`src/rtl/led_mode_sequencer_if.sv`:
```
// Button/LED signal bundle for led_mode_sequencer.
// The slave modport is the sequencer; the master side drives the raw button.
interface led_mode_sequencer_if;
  logic       btn_in;
  logic       led_out;
  logic [1:0] mode_o;
  logic       btn_press_o;

  modport master (
    output btn_in,
    input  led_out,
    input  mode_o,
    input  btn_press_o
  );

  modport slave (
    input  btn_in,
    output led_out,
    output mode_o,
    output btn_press_o
  );
endinterface

```
`src/rtl/led_mode_sequencer.sv`:
```
// Pushbutton-driven LED mode sequencer: sync + debounce the button, step
// OFF/SLOW/FAST/BREATHE on each press and drive a registered LED pattern.
module led_mode_sequencer #(
  parameter int unsigned DEBOUNCE_CYCLES = 1_250_000,
  parameter int unsigned SLOW_BIT        = 26,
  parameter int unsigned FAST_BIT        = 23,
  parameter int unsigned PWM_BITS        = 8,
  parameter int unsigned BREATH_BIT      = 27
) (
  input  logic                 clk,
  input  logic                 reset,
  led_mode_sequencer_if.slave  bus
);

  localparam int unsigned        DB_W    = $clog2(DEBOUNCE_CYCLES + 1);
  localparam logic [DB_W-1:0]    DB_LAST = DB_W'(DEBOUNCE_CYCLES - 1);

  typedef enum logic [1:0] {
    MODE_OFF     = 2'd0,
    MODE_SLOW    = 2'd1,
    MODE_FAST    = 2'd2,
    MODE_BREATHE = 2'd3
  } mode_e;

  logic            sync1_q, sync2_q;
  logic            db_state_q, db_state_d;
  logic            db_prev_q;
  logic [DB_W-1:0] db_cnt_q, db_cnt_d;
  logic            press_q;
  logic            rise;
  mode_e           state_q, state_d;
  logic [31:0]     cnt_q, cnt_d;
  logic            led_q, led_d;
  logic [PWM_BITS-1:0] ramp, duty;

  // The count reaching DB_LAST on a mismatching cycle is the Nth stable cycle.
  always_comb begin
    db_state_d = db_state_q;
    db_cnt_d   = '0;
    if (sync2_q != db_state_q) begin
      if (db_cnt_q == DB_LAST) begin
        db_state_d = sync2_q;
      end else begin
        db_cnt_d = db_cnt_q + 1'b1;
      end
    end
  end

  assign rise = db_state_q & ~db_prev_q;

  always_comb begin
    state_d = state_q;
    if (rise) begin
      case (state_q)
        MODE_OFF:     state_d = MODE_SLOW;
        MODE_SLOW:    state_d = MODE_FAST;
        MODE_FAST:    state_d = MODE_BREATHE;
        MODE_BREATHE: state_d = MODE_OFF;
        default:      state_d = MODE_OFF;
      endcase
    end
  end

  assign cnt_d = cnt_q + 32'd1;

  always_comb begin
    ramp  = cnt_q[BREATH_BIT-1 -: PWM_BITS];
    duty  = cnt_q[BREATH_BIT] ? ~ramp : ramp;
    led_d = 1'b0;
    case (state_q)
      MODE_OFF:     led_d = 1'b0;
      MODE_SLOW:    led_d = cnt_q[SLOW_BIT];
      MODE_FAST:    led_d = cnt_q[FAST_BIT];
      MODE_BREATHE: led_d = (cnt_q[PWM_BITS-1:0] < duty);
      default:      led_d = 1'b0;
    endcase
  end

  always_ff @(posedge clk) begin
    if (reset) begin
      sync1_q    <= 1'b0;
      sync2_q    <= 1'b0;
      db_state_q <= 1'b0;
      db_prev_q  <= 1'b0;
      db_cnt_q   <= '0;
      press_q    <= 1'b0;
      state_q    <= MODE_OFF;
      cnt_q      <= '0;
      led_q      <= 1'b0;
    end else begin
      sync1_q    <= bus.btn_in;
      sync2_q    <= sync1_q;
      db_state_q <= db_state_d;
      db_prev_q  <= db_state_q;
      db_cnt_q   <= db_cnt_d;
      press_q    <= rise;
      state_q    <= state_d;
      cnt_q      <= cnt_d;
      led_q      <= led_d;
    end
  end

  assign bus.led_out     = led_q;
  assign bus.mode_o      = state_q;
  assign bus.btn_press_o = press_q;

endmodule

```
`src/flat_wrapper.sv`:
```
// flat-port wrapper written by rule: the top's interface ports become plain ports
module led_mode_sequencer_flat 
#(
  parameter int unsigned DEBOUNCE_CYCLES = 1_250_000,
  parameter int unsigned SLOW_BIT        = 26,
  parameter int unsigned FAST_BIT        = 23,
  parameter int unsigned PWM_BITS        = 8,
  parameter int unsigned BREATH_BIT      = 27
)
  (clk, reset, bus_btn_in, bus_led_out, bus_mode_o, bus_btn_press_o);
  led_mode_sequencer_if bus_i ();
  input  logic clk;
  input  logic reset;
  input wire logic [$bits(bus_i.btn_in)-1:0] bus_btn_in;
  output wire logic [$bits(bus_i.led_out)-1:0] bus_led_out;
  output wire logic [$bits(bus_i.mode_o)-1:0] bus_mode_o;
  output wire logic [$bits(bus_i.btn_press_o)-1:0] bus_btn_press_o;
  assign bus_i.btn_in = bus_btn_in;
  assign bus_led_out = bus_i.led_out;
  assign bus_mode_o = bus_i.mode_o;
  assign bus_btn_press_o = bus_i.btn_press_o;
  led_mode_sequencer #(.DEBOUNCE_CYCLES(DEBOUNCE_CYCLES), .SLOW_BIT(SLOW_BIT), .FAST_BIT(FAST_BIT), .PWM_BITS(PWM_BITS), .BREATH_BIT(BREATH_BIT)) u_core (.clk(clk), .reset(reset), .bus(bus_i));
endmodule
```
`config.mk`:
```
export PLATFORM = sky130hd
export DESIGN_NAME = led_mode_sequencer_flat
export DESIGN_NICKNAME = d
export VERILOG_FILES = /design/src/rtl/led_mode_sequencer_if.sv /design/src/rtl/led_mode_sequencer.sv /design/src/flat_wrapper.sv
export SDC_FILE = /design/constraint.sdc
export NUM_CORES = 1
export LEC_CHECK = 0
export ABC_CLOCK_PERIOD_IN_PS = 3600
export CELL_PAD_IN_SITES_DETAIL_PLACEMENT = 0
export CELL_PAD_IN_SITES_GLOBAL_PLACEMENT = 1
export CORE_MARGIN = 3
export CORE_UTILIZATION = 30
export DETAILED_ROUTE_END_ITERATION = 6
export GPL_TIMING_DRIVEN = 1
export MAX_ROUTING_LAYER = met4
export PLACE_DENSITY = 0.61
export SETUP_SLACK_MARGIN = 0.4
export SKIP_LAST_GASP = 1
export SLEW_MARGIN = 25
export SYNTH_ARGS = -nofsm -noshare
export SYNTH_HDL_FRONTEND = slang
export SYNTH_SLANG_ARGS = --single-unit
export TNS_END_PERCENT = 100
```
`constraint.sdc`:
```
create_clock -name clk -period 3.6 [get_ports clk]
set_clock_uncertainty 0.15 [all_clocks]
set_input_delay 0.72 -clock clk [delete_from_list [all_inputs] [get_ports clk]]
set_output_delay 0.72 -clock clk [all_outputs]
set_load 0.01 [all_outputs]
```
==> summary.md <==
| Metric | Value |
|---|---|
| CP max-delay cell | or4_4 |
| Fin cells | around 430 |
| Initial Utilization | a little under a third |
| Yosys warnings | 0 |
| Gpl congestion | 0.8115 |
| Hold_buf cts | 0 |
| Final setup violation count | 0 |
| Tot GR Track Use | about an eighth |
| Number of enable flip-flop cells after synthesis | 0 |
| Placement row count | 34 |
| Largest stage delay on the critical path | 0.64 ns |
| Sink Count | between 50 and 60 |
| CTS Root Cell | clkbuf_8 |
| # fillers | between 900 and 1000 |
| First-pass GRT wire length | just under 10000 µm |
| DP Cell Count | about 410 |
| Final Cycle Share | between 70% and 80% |
| Routed wire length | roughly 5500 µm |
| Area leader, netlist | dfxtp_1 |
| Reg clk slew, reported paths | 0.06 ns |
| Power Dens Cells | a little over 400 nW/µm² |
| Fmax | roughly 400 MHz |
| Die Span X | roughly 100 µm |
| Most common cell in the netlist | dfxtp_1 |
| Worst EP required | between 3 and 4 ns |
| Seq/Total Area, Yosys | a little over 40% |
| Crit path cell chain | ha_1, nand3_1, or4_4, o31ai_4, nor2_1 |
| Worst-Margin Slew | 0.7630 ns |
| First drt pass iteration count | 4 |
| Slew Limit Fails | 0 |
| Die footprint | ~10000 µm² |
| Post-CTS Setup Inserts | 0 |
| Crit-path leading delay family | simple AND/OR/NAND/NOR gates |
| Synth unique cells | 40 |
| Syn avg cell area | approximately 9.0 µm² |
| IO Port Bufs | 6 |
| CTS tree | yes |
| Top post-synthesis cells by count | dfxtp_1 (57), nor2_1 (39), xnor2_1 (24) |
| Status | completed |
| Largest net degree at the start of global routing | 38 |
| Worst EP arrival | 2.56 ns |
| CTS max path bufs | 2 |
| Die extent in y | ~100 µm |
| Final-stage net count | ~330 |
| Flops & latches, synth | 57 |
| DRT iter0 DRCs | 83 |
| Synth top area share | about two fifths |
| Max cap viols | 0 |
| Crit path time final | 2.528 ns |
| Grt ovf | 0 |
| DRC errors left | 0 |
| Initial antenna violation count | 0 |
| Mapped Nets | approximately 330 |
| DP HPWL | between 3000 and 4000 µm |
| WHS | 0.2637 ns |
| Vias in the first global route | about 2100 |
| Clk_lat worst skew | 0.33 ns |
| RSZ-0062 raised after global routing | false |
| ANT cells | 0 |
| CP startpoint kind | register |
| Critical path peak fanout | 20 |
| Final Cell Area | between 3000 and 4000 µm² |
| Synth Flop Type | dfxtp_1 |
| Slew headroom | 49.13% |
| Synthesis-to-layout area growth | 11.93% |
| Routed WL per cell | about 13 µm |
| Placement Cell Area | between 2000 and 3000 µm² |
| Synth area leaders | dfxtp_1 (41%), xnor2_1 (7.6%), ha_1 (5.9%), nor2_1 (5.3%), xor2_1 (4.1%) |
| Setup crit end kind | register |
| Bufs and invs on worst path | 0 |
| Vias per cell | between 5 and 6 |
| Mapped Area | roughly 2800 µm² |
| Io pins | 7 |
| IR Drop Worst-Case VDD | 0.1902 mV |
| H-tree levels | 3 |
| DR vias | between 2000 and 2500 |
| Post-CTS sizing | 0 |
| Static Leak | approximately 0.97 nW |
| Critical path type | register to register |
| ANT nets after route | 0 |
| Setup tns final | 0 ns |
| HP Class | register to register |
| Core area | between 8000 and 9000 µm² |
| Synth async-reset ratio | 0% |
| Share of layout cells above drive strength 1 | 6.270% |
| Final Hold Violating Endpoints | 0 |
| Num CTS Buffers | 9 |
| Post-Synthesis Cells | 310 |
-- report_power, final --
group | leakage [nW] | total [mW] | switching [mW] | internal [mW]
logic | 0.410 | 0.0266 | 0.0163 | 0.0102
registers | 0.460 | 0.639 | 0.00404 | 0.635
clock network | 0.102 | 0.596 | 0.244 | 0.352
total | 0.972 | 1.26 | 0.265 | 0.997
-- cell type report --
class | count | area (µm²) | share of cell area, %
tap | 108 | 135.1 | 4.343
sequential | 57 | 1141 | 36.67
inverter | 9 | 33.78 | 1.086
clock buffer | 12 | 155.1 | 4.986
timing repair buffer | 7 | 67.56 | 2.171
clock inverter | 3 | 40.04 | 1.287
multi-input combinational | 231 | 1539 | 49.46
-- layer usage --
layer  up-vias  global-route usage [%]  share of wire, %
li1       1125                       -                 -
met2        26                   19.14                45
met3        11                   3.413               2.8
met4         0                   5.146               1.6
met1      1015                   14.77                50
met5         -                       -                 0
-- placed cells by master (no fill, tap or decap), drive strengths merged, types with 5 or more instances in the layout --
master	count
xnor2	24
nand2	10
or3	5
nand4	16
or4	13
and3	5
nor3	5
nor4	8
clkdlybuf4s50	6
a21oi	18
ha	13
nand3	18
o31ai	11
nor2	39
clkbuf	12
o21ai	6
dfxtp	57
xor2	13
inv	9
-- flip-flops by register name (all words and copies together), names as in the netlist --
| signal | count |
|---|---|
| u_core.db_cnt_q | 21 |
| u_core.cnt_q | 28 |
| u_core.bus.led_out | 1 |
| u_core.db_prev_q | 1 |
| u_core.sync2_q | 1 |
| u_core.db_state_q | 1 |
| u_core.bus.btn_press_o | 1 |
| u_core.sync1_q | 1 |
| u_core.bus.mode_o | 2 |
-- per-stage QoR --
step,util [%],setup slack [ns],power (mW)
4_1_cts,35.17,0.9970,1.284
5_1_grt,35.17,0.8018,1.312
2_1_floorplan,-,1.536,0.6722
3_3_place_gp,32.96,1.020,0.6801
6_report,35.17,1.072,1.261
3_5_place_dp,32.96,0.9831,0.6806
-- cells by family after synthesis --
family,Yosys count,synth area share [%]
adder cells (fa/ha/maj),13,5.851
multiplexers,2,0.7201
XOR/XNOR,37,11.66
AND/OR/NAND/NOR,136,27.05
AO/OA/AOI/OAI,43,10.08
flip-flops,57,41.04
buffers and inverters,22,3.600
-- path summary, 6_finish.rpt --
| check | cells after the start | from | slack (ns) | end |
|---|---|---|---|---|
| hold reg to reg | 1 | u_core.db_prev_q | 0.26 | u_core.bus.btn_press_o |
| setup reg to reg | 5 | u_core.db_cnt_q[0] | 1.07 | u_core.db_cnt_q[2] |
| hold / removal | 1 | u_core.db_prev_q | 0.26 | u_core.bus.btn_press_o |
| setup / recovery | 5 | u_core.db_cnt_q[0] | 1.07 | u_core.db_cnt_q[2] |
Note: power is estimated with default switching activity, not from simulation.
==> RTL change, RTL diff (same flow settings) <==
`PWM_BITS` is set to 8 in 2 places; all go to 12.
--- a/src/rtl/led_mode_sequencer.sv
+++ b/src/rtl/led_mode_sequencer.sv
@@ -4,7 +4,7 @@
   parameter int unsigned DEBOUNCE_CYCLES = 1_250_000,
   parameter int unsigned SLOW_BIT        = 26,
   parameter int unsigned FAST_BIT        = 23,
-  parameter int unsigned PWM_BITS        = 8,
+  parameter int unsigned PWM_BITS        = 12,
   parameter int unsigned BREATH_BIT      = 27
 ) (
   input  logic                 clk,
--- a/src/flat_wrapper.sv
+++ b/src/flat_wrapper.sv
@@ -4,7 +4,7 @@
   parameter int unsigned DEBOUNCE_CYCLES = 1_250_000,
   parameter int unsigned SLOW_BIT        = 26,
   parameter int unsigned FAST_BIT        = 23,
-  parameter int unsigned PWM_BITS        = 8,
+  parameter int unsigned PWM_BITS        = 12,
   parameter int unsigned BREATH_BIT      = 27
 )
   (clk, reset, bus_btn_in, bus_led_out, bus_mode_o, bus_btn_press_o);
Function: same outputs for any inputs over 10 cycles, from zero or initial values and one cycle with reset high; that may be too few to reach the edited logic, so the function may still have changed.
==> RTL change against the original RTL <==
- setup slack better by 0.26 ns
- final cell count increased by 13%
- maximum frequency is 12% higher
- final area is 8.4% higher
- critical path depth shrank 1
- count of clock-buffer cells in the layout decreased by 1
- area after synthesis up 7.7%
- sequential cell count did not move
- wire length is 16% higher
- total power grew 0.59%
- largest cell class unchanged
==> RTL change: results (changes against the original RTL) <==
Parameter                              Value

Final layout
  Fraction of layout cells with a size suffix above 1 ... 9.38% (+3.1 points)
  Final net count ... 367 (+11%)
  Count of filler cells inserted in the layout ... 1009 (+7.9%)

Drt
  Vias/cell ... 4.90 (-3.8%)
  Met2 wire len ... 2910 um (+16%)
  Initial DRC Count ... 74 (-11%)
  M1 wire length ... 3200 um (+15%)
  Vias ... 2358 (+8.3%)
  Wire length on met3 ... 203 um (+29%)

Placement
  Post-DP HPWL ... 4570 um (+22%)
  Cell total after placement ... 465 (+13%)
  Worst slack at placement ... 1.24 ns (+0.261 ns)

Logic synthesis
  Number of distinct standard cells referenced by the synthesized netlist ... 41 (+2.5%)
  Biggest area contributors in the synthesized netlist ... sky130_fd_sc_hd__dfxtp_1 38%, sky130_fd_sc_hd__xnor2_1 7.9%, sky130_fd_sc_hd__ha_1 7.1%
  Synth Area in Compound Gates ... 8.60% (-1.5 points)
  Post-synthesis share of cell area spent on full adders, half adders and majority gates ... 7.10% (+1.3 points)
  Sequential-to-total area share from yosys stat ... 38.1% (-2.9 points)
  Mean Syn Cell Area ... 8.73 um^2 (-2.6%)
  Leading cell types by count after synthesis ... 57 x sky130_fd_sc_hd__dfxtp_1, 47 x sky130_fd_sc_hd__nor2_1, 27 x sky130_fd_sc_hd__xnor2_1
  Synthesized netlist net count ... 363 (+11%)
  Fraction of synthesized area in multiplexers ... 2.26% (+1.5 points)

Timing
  Fin worst setup slack ... 1.33 ns (+0.261 ns)
  Actual transition at the worst max-transition pin ... 0.827 ns (+0.0641 ns)

Power
  Sequential power share ... 50.4% (-0.3 points)
  Peak VDD IR ... 0.164 mV (-14%)
  Switching fraction of total power ... 22.5% (+1.6 points)
  Total leakage power ... 1.09 nW (+12%)
  Fraction of power consumed by combinational cells ... 2.4% (+0.3 points)
  Power per cell area ... 376 nW/um^2 (-7.2%)

Worst setup path
  Worst-path maximum fanout ... 12 (-40%)
  Flop-to-flop setup slack ... 1.33 ns (+0.26 ns)
  Reg2Reg Capture Point ... u_core.cnt_q[18]
  Worst setup path start ... u_core.cnt_q[6]
  CP Data Arrival Time ... 2.39 ns (-0.17 ns)

GRT
  Met3 Resource Use GR ... 3.52% (+0.11 points)
  Largest net degree at the start of global routing ... 26 (-32%)
  Global routing usage on met1 ... 17.0% (+2.2 points)
  All-layer global routing usage ... 13.0% (+0.76 points)
  GRT met2 Usage ... 19.2% (+0.076 points)
  First-pass GRT wire length ... 11400 um (+16%)

Outcome
  Status ... complete, no violations
-- RTL change: changes by cell type after synthesis, sizes merged, moves of 5 or more --
| cell | before | now |
|---|---|---|
| clkbuf | 8 | 13 |
| mux2 | 0 | 6 |
| nor2b | 4 | 10 |
| nor2 | 39 | 47 |
| a21oi | 18 | 11 |
| nand2 | 10 | 16 |
-- RTL change: worst max-delay path, cell delays in order (launching register included) --
cell and delay, ns:
sky130_fd_sc_hd__dfxtp_1 0.47, sky130_fd_sc_hd__and4_1 0.39, sky130_fd_sc_hd__nand4_1 0.43, sky130_fd_sc_hd__or4_1 0.61
sky130_fd_sc_hd__a21oi_1 0.15
-- RTL change: cell type report --
cell class / count / share of cell area, %
inverter: 12 / 1.34
tap: 129 / 4.78
multi-input combinational: 258 / 51.8
timing repair buffer: 9 / 2.45
clock inverter: 5 / 1.63
clock buffer: 11 / 4.19
sequential: 57 / 33.8
